### src/rtl/data_bus_router.sv
`default_nettype none
// ============================================================================
// Module      : data_bus_router
// Description : Single-initiator data-bus interconnect. Decodes the SoC memory
//               map, forwards a core request to exactly one of eight slaves
//               (ROM, CODE, DATA, GPIO, SPI, UART, TIMER, PMC) and returns its
//               response. Unmapped addresses are answered by an internal
//               error responder. One outstanding transaction at a time.
// Revision    : 1.0 - initial release
// ----------------------------------------------------------------------------
// Optional feature macro: BUS_TIMEOUT_EN
//   defined   : WAIT_RSP is bounded; a silent slave yields an error response
//               TIMEOUT_CYC cycles after the grant.
//   undefined : WAIT_RSP waits indefinitely for the selected slave.
// ----------------------------------------------------------------------------
// Ports
//   clk, rst        system clock, synchronous active-high reset
//   m_req_i         initiator request
//   m_gnt_o         request accepted (combinational, IDLE only)
//   m_addr_i        byte address
//   m_we_i          1 = write
//   m_be_i          byte enables
//   m_wdata_i       write data
//   m_rvalid_o      one-cycle response strobe per granted request
//   m_rdata_o       read data (ERR_RDATA on error, 0 on write)
//   m_err_o         error flag, qualified by m_rvalid_o
//   s_req_o         per-slave request, one-hot or zero
//   s_gnt_i         per-slave grant
//   s_addr_o/s_we_o/s_be_o/s_wdata_o   broadcast of the initiator fields
//   s_rvalid_i      per-slave response valid
//   s_rdata_i       slave i read data at [32*i+31:32*i]
//   s_err_i         per-slave error
// ============================================================================
module data_bus_router #(
  parameter int          NUM_SLAVES  = 8,
  parameter int          TIMEOUT_CYC = 64,
  parameter logic [31:0] ERR_RDATA   = 32'hDEAD_BEEF
) (
  input  logic                     clk,
  input  logic                     rst,
  // initiator side
  input  logic                     m_req_i,
  output logic                     m_gnt_o,
  input  logic [31:0]              m_addr_i,
  input  logic                     m_we_i,
  input  logic [3:0]               m_be_i,
  input  logic [31:0]              m_wdata_i,
  output logic                     m_rvalid_o,
  output logic [31:0]              m_rdata_o,
  output logic                     m_err_o,
  // slave side
  output logic [NUM_SLAVES-1:0]    s_req_o,
  input  logic [NUM_SLAVES-1:0]    s_gnt_i,
  output logic [31:0]              s_addr_o,
  output logic                     s_we_o,
  output logic [3:0]               s_be_o,
  output logic [31:0]              s_wdata_o,
  input  logic [NUM_SLAVES-1:0]    s_rvalid_i,
  input  logic [NUM_SLAVES*32-1:0] s_rdata_i,
  input  logic [NUM_SLAVES-1:0]    s_err_i
);

  typedef enum logic [1:0] {
    IDLE     = 2'd0,
    WAIT_RSP = 2'd1,
    ERR_RSP  = 2'd2
  } state_e;

  state_e     state_q, state_d;
  logic [2:0] sel_q, sel_d;
  logic       we_q, we_d;

  // --------------------------------------------------------------------------
  // Address decode
  // --------------------------------------------------------------------------
  logic       hit;
  logic [2:0] idx;

  always_comb begin
    hit = 1'b1;
    idx = 3'd0;
    if (m_addr_i[31:12] == 20'h00000)      idx = 3'd0; // ROM   0x0000_0000-0FFF
    else if (m_addr_i[31:14] == 18'h00004) idx = 3'd1; // CODE  0x0001_0000-3FFF
    else if (m_addr_i[31:14] == 18'h00040) idx = 3'd2; // DATA  0x0010_0000-3FFF
    else if (m_addr_i[31:12] == 20'h01000) idx = 3'd3; // GPIO  0x0100_0xxx
    else if (m_addr_i[31:12] == 20'h01001) idx = 3'd4; // SPI   0x0100_1xxx
    else if (m_addr_i[31:12] == 20'h01002) idx = 3'd5; // UART  0x0100_2xxx
    else if (m_addr_i[31:12] == 20'h01003) idx = 3'd6; // TIMER 0x0100_3xxx
    else if (m_addr_i[31:16] == 16'h0101)  idx = 3'd7; // PMC   0x0101_xxxx
    else                                   hit = 1'b0;
  end

  // Request fields go to every slave; only s_req_o qualifies them.
  assign s_addr_o  = m_addr_i;
  assign s_we_o    = m_we_i;
  assign s_be_o    = m_be_i;
  assign s_wdata_o = m_wdata_i;

  // Response of the slave latched at grant time.
  logic        sel_rvalid;
  logic        sel_err;
  logic [31:0] sel_rdata;

  assign sel_rvalid = s_rvalid_i[sel_q];
  assign sel_err    = s_err_i[sel_q];
  assign sel_rdata  = s_rdata_i[32*sel_q +: 32];

  // --------------------------------------------------------------------------
  // Optional response timeout
  // --------------------------------------------------------------------------
  logic timeout;

`ifdef BUS_TIMEOUT_EN
  localparam int CNT_W = (TIMEOUT_CYC > 2) ? $clog2(TIMEOUT_CYC) : 1;

  logic [CNT_W-1:0] cnt_q, cnt_d;

  // The counter reads 0 in the first WAIT_RSP cycle. Firing when the value
  // about to be written is TIMEOUT_CYC-1 places the error strobe exactly
  // TIMEOUT_CYC cycles after the grant cycle.
  assign timeout = (cnt_q == CNT_W'(TIMEOUT_CYC - 2));

  always_comb begin
    cnt_d = '0;
    if (state_q == WAIT_RSP) begin
      cnt_d = cnt_q + 1'b1;
    end
  end

  always_ff @(posedge clk) begin
    if (rst) begin
      cnt_q <= '0;
    end else begin
      cnt_q <= cnt_d;
    end
  end
`else
  assign timeout = 1'b0;
`endif

  // --------------------------------------------------------------------------
  // FSM
  // --------------------------------------------------------------------------
  always_ff @(posedge clk) begin
    if (rst) begin
      state_q <= IDLE;
      sel_q   <= 3'd0;
      we_q    <= 1'b0;
    end else begin
      state_q <= state_d;
      sel_q   <= sel_d;
      we_q    <= we_d;
    end
  end

  always_comb begin
    state_d    = state_q;
    sel_d      = sel_q;
    we_d       = we_q;
    m_gnt_o    = 1'b0;
    m_rvalid_o = 1'b0;
    m_rdata_o  = '0;
    m_err_o    = 1'b0;
    s_req_o    = '0;

    case (state_q)
      IDLE: begin
        if (hit) begin
          s_req_o[idx] = m_req_i;
          m_gnt_o      = m_req_i & s_gnt_i[idx];
          if (m_req_i && s_gnt_i[idx]) begin
            sel_d   = idx;
            we_d    = m_we_i;
            state_d = WAIT_RSP;
          end
        end else begin
          // Internal default responder always accepts immediately.
          m_gnt_o = m_req_i;
          if (m_req_i) begin
            state_d = ERR_RSP;
          end
        end
      end

      WAIT_RSP: begin
        // Responses from any other slave are ignored.
        if (sel_rvalid) begin
          m_rvalid_o = 1'b1;
          m_err_o    = sel_err;
          if (sel_err) begin
            m_rdata_o = ERR_RDATA;
          end else if (!we_q) begin
            m_rdata_o = sel_rdata;
          end
          state_d = IDLE;
        end else if (timeout) begin
          state_d = ERR_RSP;
        end
      end

      ERR_RSP: begin
        m_rvalid_o = 1'b1;
        m_err_o    = 1'b1;
        m_rdata_o  = ERR_RDATA;
        state_d    = IDLE;
      end

      default: begin
        state_d = IDLE;
      end
    endcase
  end

endmodule
`default_nettype wire

### config.mk
export PLATFORM = sky130hd
export DESIGN_NAME = data_bus_router
export DESIGN_NICKNAME = d
export VERILOG_FILES = /design/src/rtl/data_bus_router.sv
export SDC_FILE = /design/constraint.sdc
export NUM_CORES = 1
export LEC_CHECK = 0
export ABC_AREA = 1
export ABC_CLOCK_PERIOD_IN_PS = 2600
export CAP_MARGIN = 20
export CELL_PAD_IN_SITES_DETAIL_PLACEMENT = 1
export CELL_PAD_IN_SITES_GLOBAL_PLACEMENT = 2
export CORE_MARGIN = 2
export CORE_UTILIZATION = 11
export CTS_BUF_LIST = sky130_fd_sc_hd__clkbuf_16
export DETAILED_ROUTE_END_ITERATION = 12
export PLACE_DENSITY_LB_ADDON = 0.1
export SLEW_MARGIN = 10
export SYNTH_ARGS = -nofsm -noshare
export SYNTH_HDL_FRONTEND = slang
export SYNTH_SLANG_ARGS = --single-unit
### constraint.sdc
create_clock -name clk -period 2.6 [get_ports clk]
set_clock_uncertainty 0.2 [all_clocks]
set_input_delay 0.52 -clock clk [delete_from_list [all_inputs] [get_ports clk]]
set_output_delay 0.52 -clock clk [all_outputs]
set_load 0.02 [all_outputs]
==> metrics.txt <==
core area=about 35000 um^2; Nets=1459; Rows=between 60 and 70; final cycle utilization of the critical path=113%; largest net degree at the start of global routing=63; gr usage total=between 10% and 20%; Fin Setup TNS=-9380 ps; worst setup path category=input pin to output port; status=complete, but fails checks; Synth Area per Inst=about 5.3 um^2; DR vias/cell=about 4.1; Slew Viols, Final=0; RD Place Congestion=about 0.74; DRC viols=0; R2R depth=13; sequential-to-total area share from yosys stat=under 10%; most common cell in the netlist=nor2_1; syn_nets=between 1000 and 1500; MaxCap Viol Count=0; die height=approximately 190 um; FMAX=~0.34 GHz; P&R area growth vs syn=143%; final hold violation count=0; Worst-path clk slew=about 30 ps; CP Capture Type=output port; Final Worst Setup Slack=-330 ps; RSZ-0062 raised after global routing=true; DP Area=a little over 8000 um^2; Synth cell types=32; worst-skew pair later-pin latency=230 ps; cell area after layout=around 9600 um^2; critical path arrival=~2200 ps; synthesized instance count=~740; Post-synth ARST share=0%; TritonCTS Buffers=3; WP data required=about 1900 ps; placed cell count=1507; Max Used Layer=met4; deepest clock path buffer count=2; effective utilization at floorplan=~11%; CTS Sinks=6; # H-tree levels=1; min cycle time layout=approximately 3000 ps; Final ANT Viol Nets=0; worst slew pin tran=between 300 and 400 ps; slew margin rel.=75.4%; hold crit path type=flip-flop to flip-flop; root buf cell=clkbuf_16; top cells by count, synth=209 x nor2_1, 146 x o21ai_0, 69 x buf_4, 46 x nand2_1, 44 x clkbuf_1; Worst Hold Depth=3; YS warnings=0; initial antenna violation count=7; Seq cells post-synth=6; drt pass-1 iters=4; fin util=between 20% and 30%; die width=193 um; Routed met3 length=2.20 mm; Final HPWL DP=23.4 mm; Peak VDD IR=136 uV; routed wire length=roughly 31 mm; crit-path max FO=8; number of global-route vias before repair=6805; GRT overflow=0; Post-synth EDFFs=0; io pins=around 460; pwr dens=~150 nW/um^2; initial DRC count=between 100 and 150; CTS tree=built; post-synthesis cell area=3930 um^2; Post-Layout Cell Count=approximately 1600; Hold Buf Count CTS=0; Yosys top cell area share=between 10% and 20%; layout cells sized above 1=a little under a third; Leak Pwr=~3.8 nW; post-layout total power=1.40 mW; Top FF cell, synth=dfxtp_1; crit start category=input pin; mean routed wirelength per cell=19.9 um; global-route wire length before repair=approximately 43 mm; leading area contributor after synthesis=nor2_1; Port Buf Inserts=367; top area cells in the synthesized netlist=nor2_1 20%, o21ai_0 19%, buf_4 13%, o221ai_1 5.8%, o22ai_1 5.1%; Vias=about 6500; die area=roughly 37000 um^2; violated checks=negative setup slack; metal2 WL=16.0 mm; final setup fails=42; M1 WL=12.3 mm; pre-CTS setup slack=-1130 ps; WHS=375 ps
-- final timing paths --
kind | start | endpoint | slack [ps]
setup reg to reg | sel_q[0] | state_q[1] | 650
setup / recovery | s_err_i[4] | m_rdata_o[24] | -330
hold / removal | state_q[0] | state_q[0] | 380
hold reg to reg | state_q[0] | state_q[0] | 380
-- layout by cell type (no fill, tap or decap), drive strengths merged, types with 5 or more instances in the layout --
| master | synthesis | final |
|---|---|---|
| a21oi | 26 | 26 |
| o22ai | 32 | 32 |
| buf | 83 | 177 |
| clkbuf | 44 | 5 |
| clkdlybuf4s15 | 0 | 5 |
| inv | 33 | 32 |
| dlygate4sd2 | 0 | 13 |
| nand4 | 5 | 5 |
| o221ai | 26 | 26 |
| a31oi | 11 | 11 |
| o21ai | 151 | 151 |
| nand2 | 58 | 58 |
| dfxtp | 6 | 6 |
| nor2 | 224 | 224 |
| clkdlybuf4s50 | 0 | 289 |
| diode | 0 | 8 |
| nand3 | 31 | 31 |
-- routing by layer --
layer,vias up,track usage [%]
met4,0,3.96
met2,226,28.1
met5,-,0
met1,3040,17.9
met3,34,3.28
li1,3199,-
-- final cells by class --
type	instances	area, um^2
flip-flops and latches	6	128
inverters	34	156
fillers	4322	25800
multi-input cells	572	3570
clock inverters	1	3.75
repair buffers	487	5020
well taps	461	577
diodes	8	20.0
clock buffers	3	75.1
-- state kept, by name (all words and copies together) (netlist names) --
register,cells
state_q,2
we_q,1
sel_q,3
-- cell families after synthesis --
kind of cell,Yosys count,synth area share [%]
adders and majority gates,3,0.954
DFF,6,3.05
and+or+nand+nor,321,37.1
buffers and inverters,161,22.4
AOI/OAI and AO/OA,248,36.6
-- worst max-delay path, stage by stage --
cell and delay, ps:
clkdlybuf4s50_1 400, nor2_1 110, o22ai_2 90, nand2_1 80, nand2_2 70, or4_4 500, buf_12 170, a21oi_4 130
buf_6 130
-- power breakdown --
part           internal, mW  total (mW)  switching [mW]
combinational         0.659        1.05           0.388
clock                 0.200       0.257          0.0569
sequential           0.0936      0.0950         0.00143
-- what timing repair did --
| item | CTS | global route |
|---|---|---|
| endpoints found under the setup margin | 49 | 44 |
| pin swaps | 66 | 52 |
| buffers inserted | 26 | 23 |
| gates cloned | 4 | 2 |
| gates resized for setup | 435 | 132 |
No activity file was read; power rests on OpenSTA's default activity.
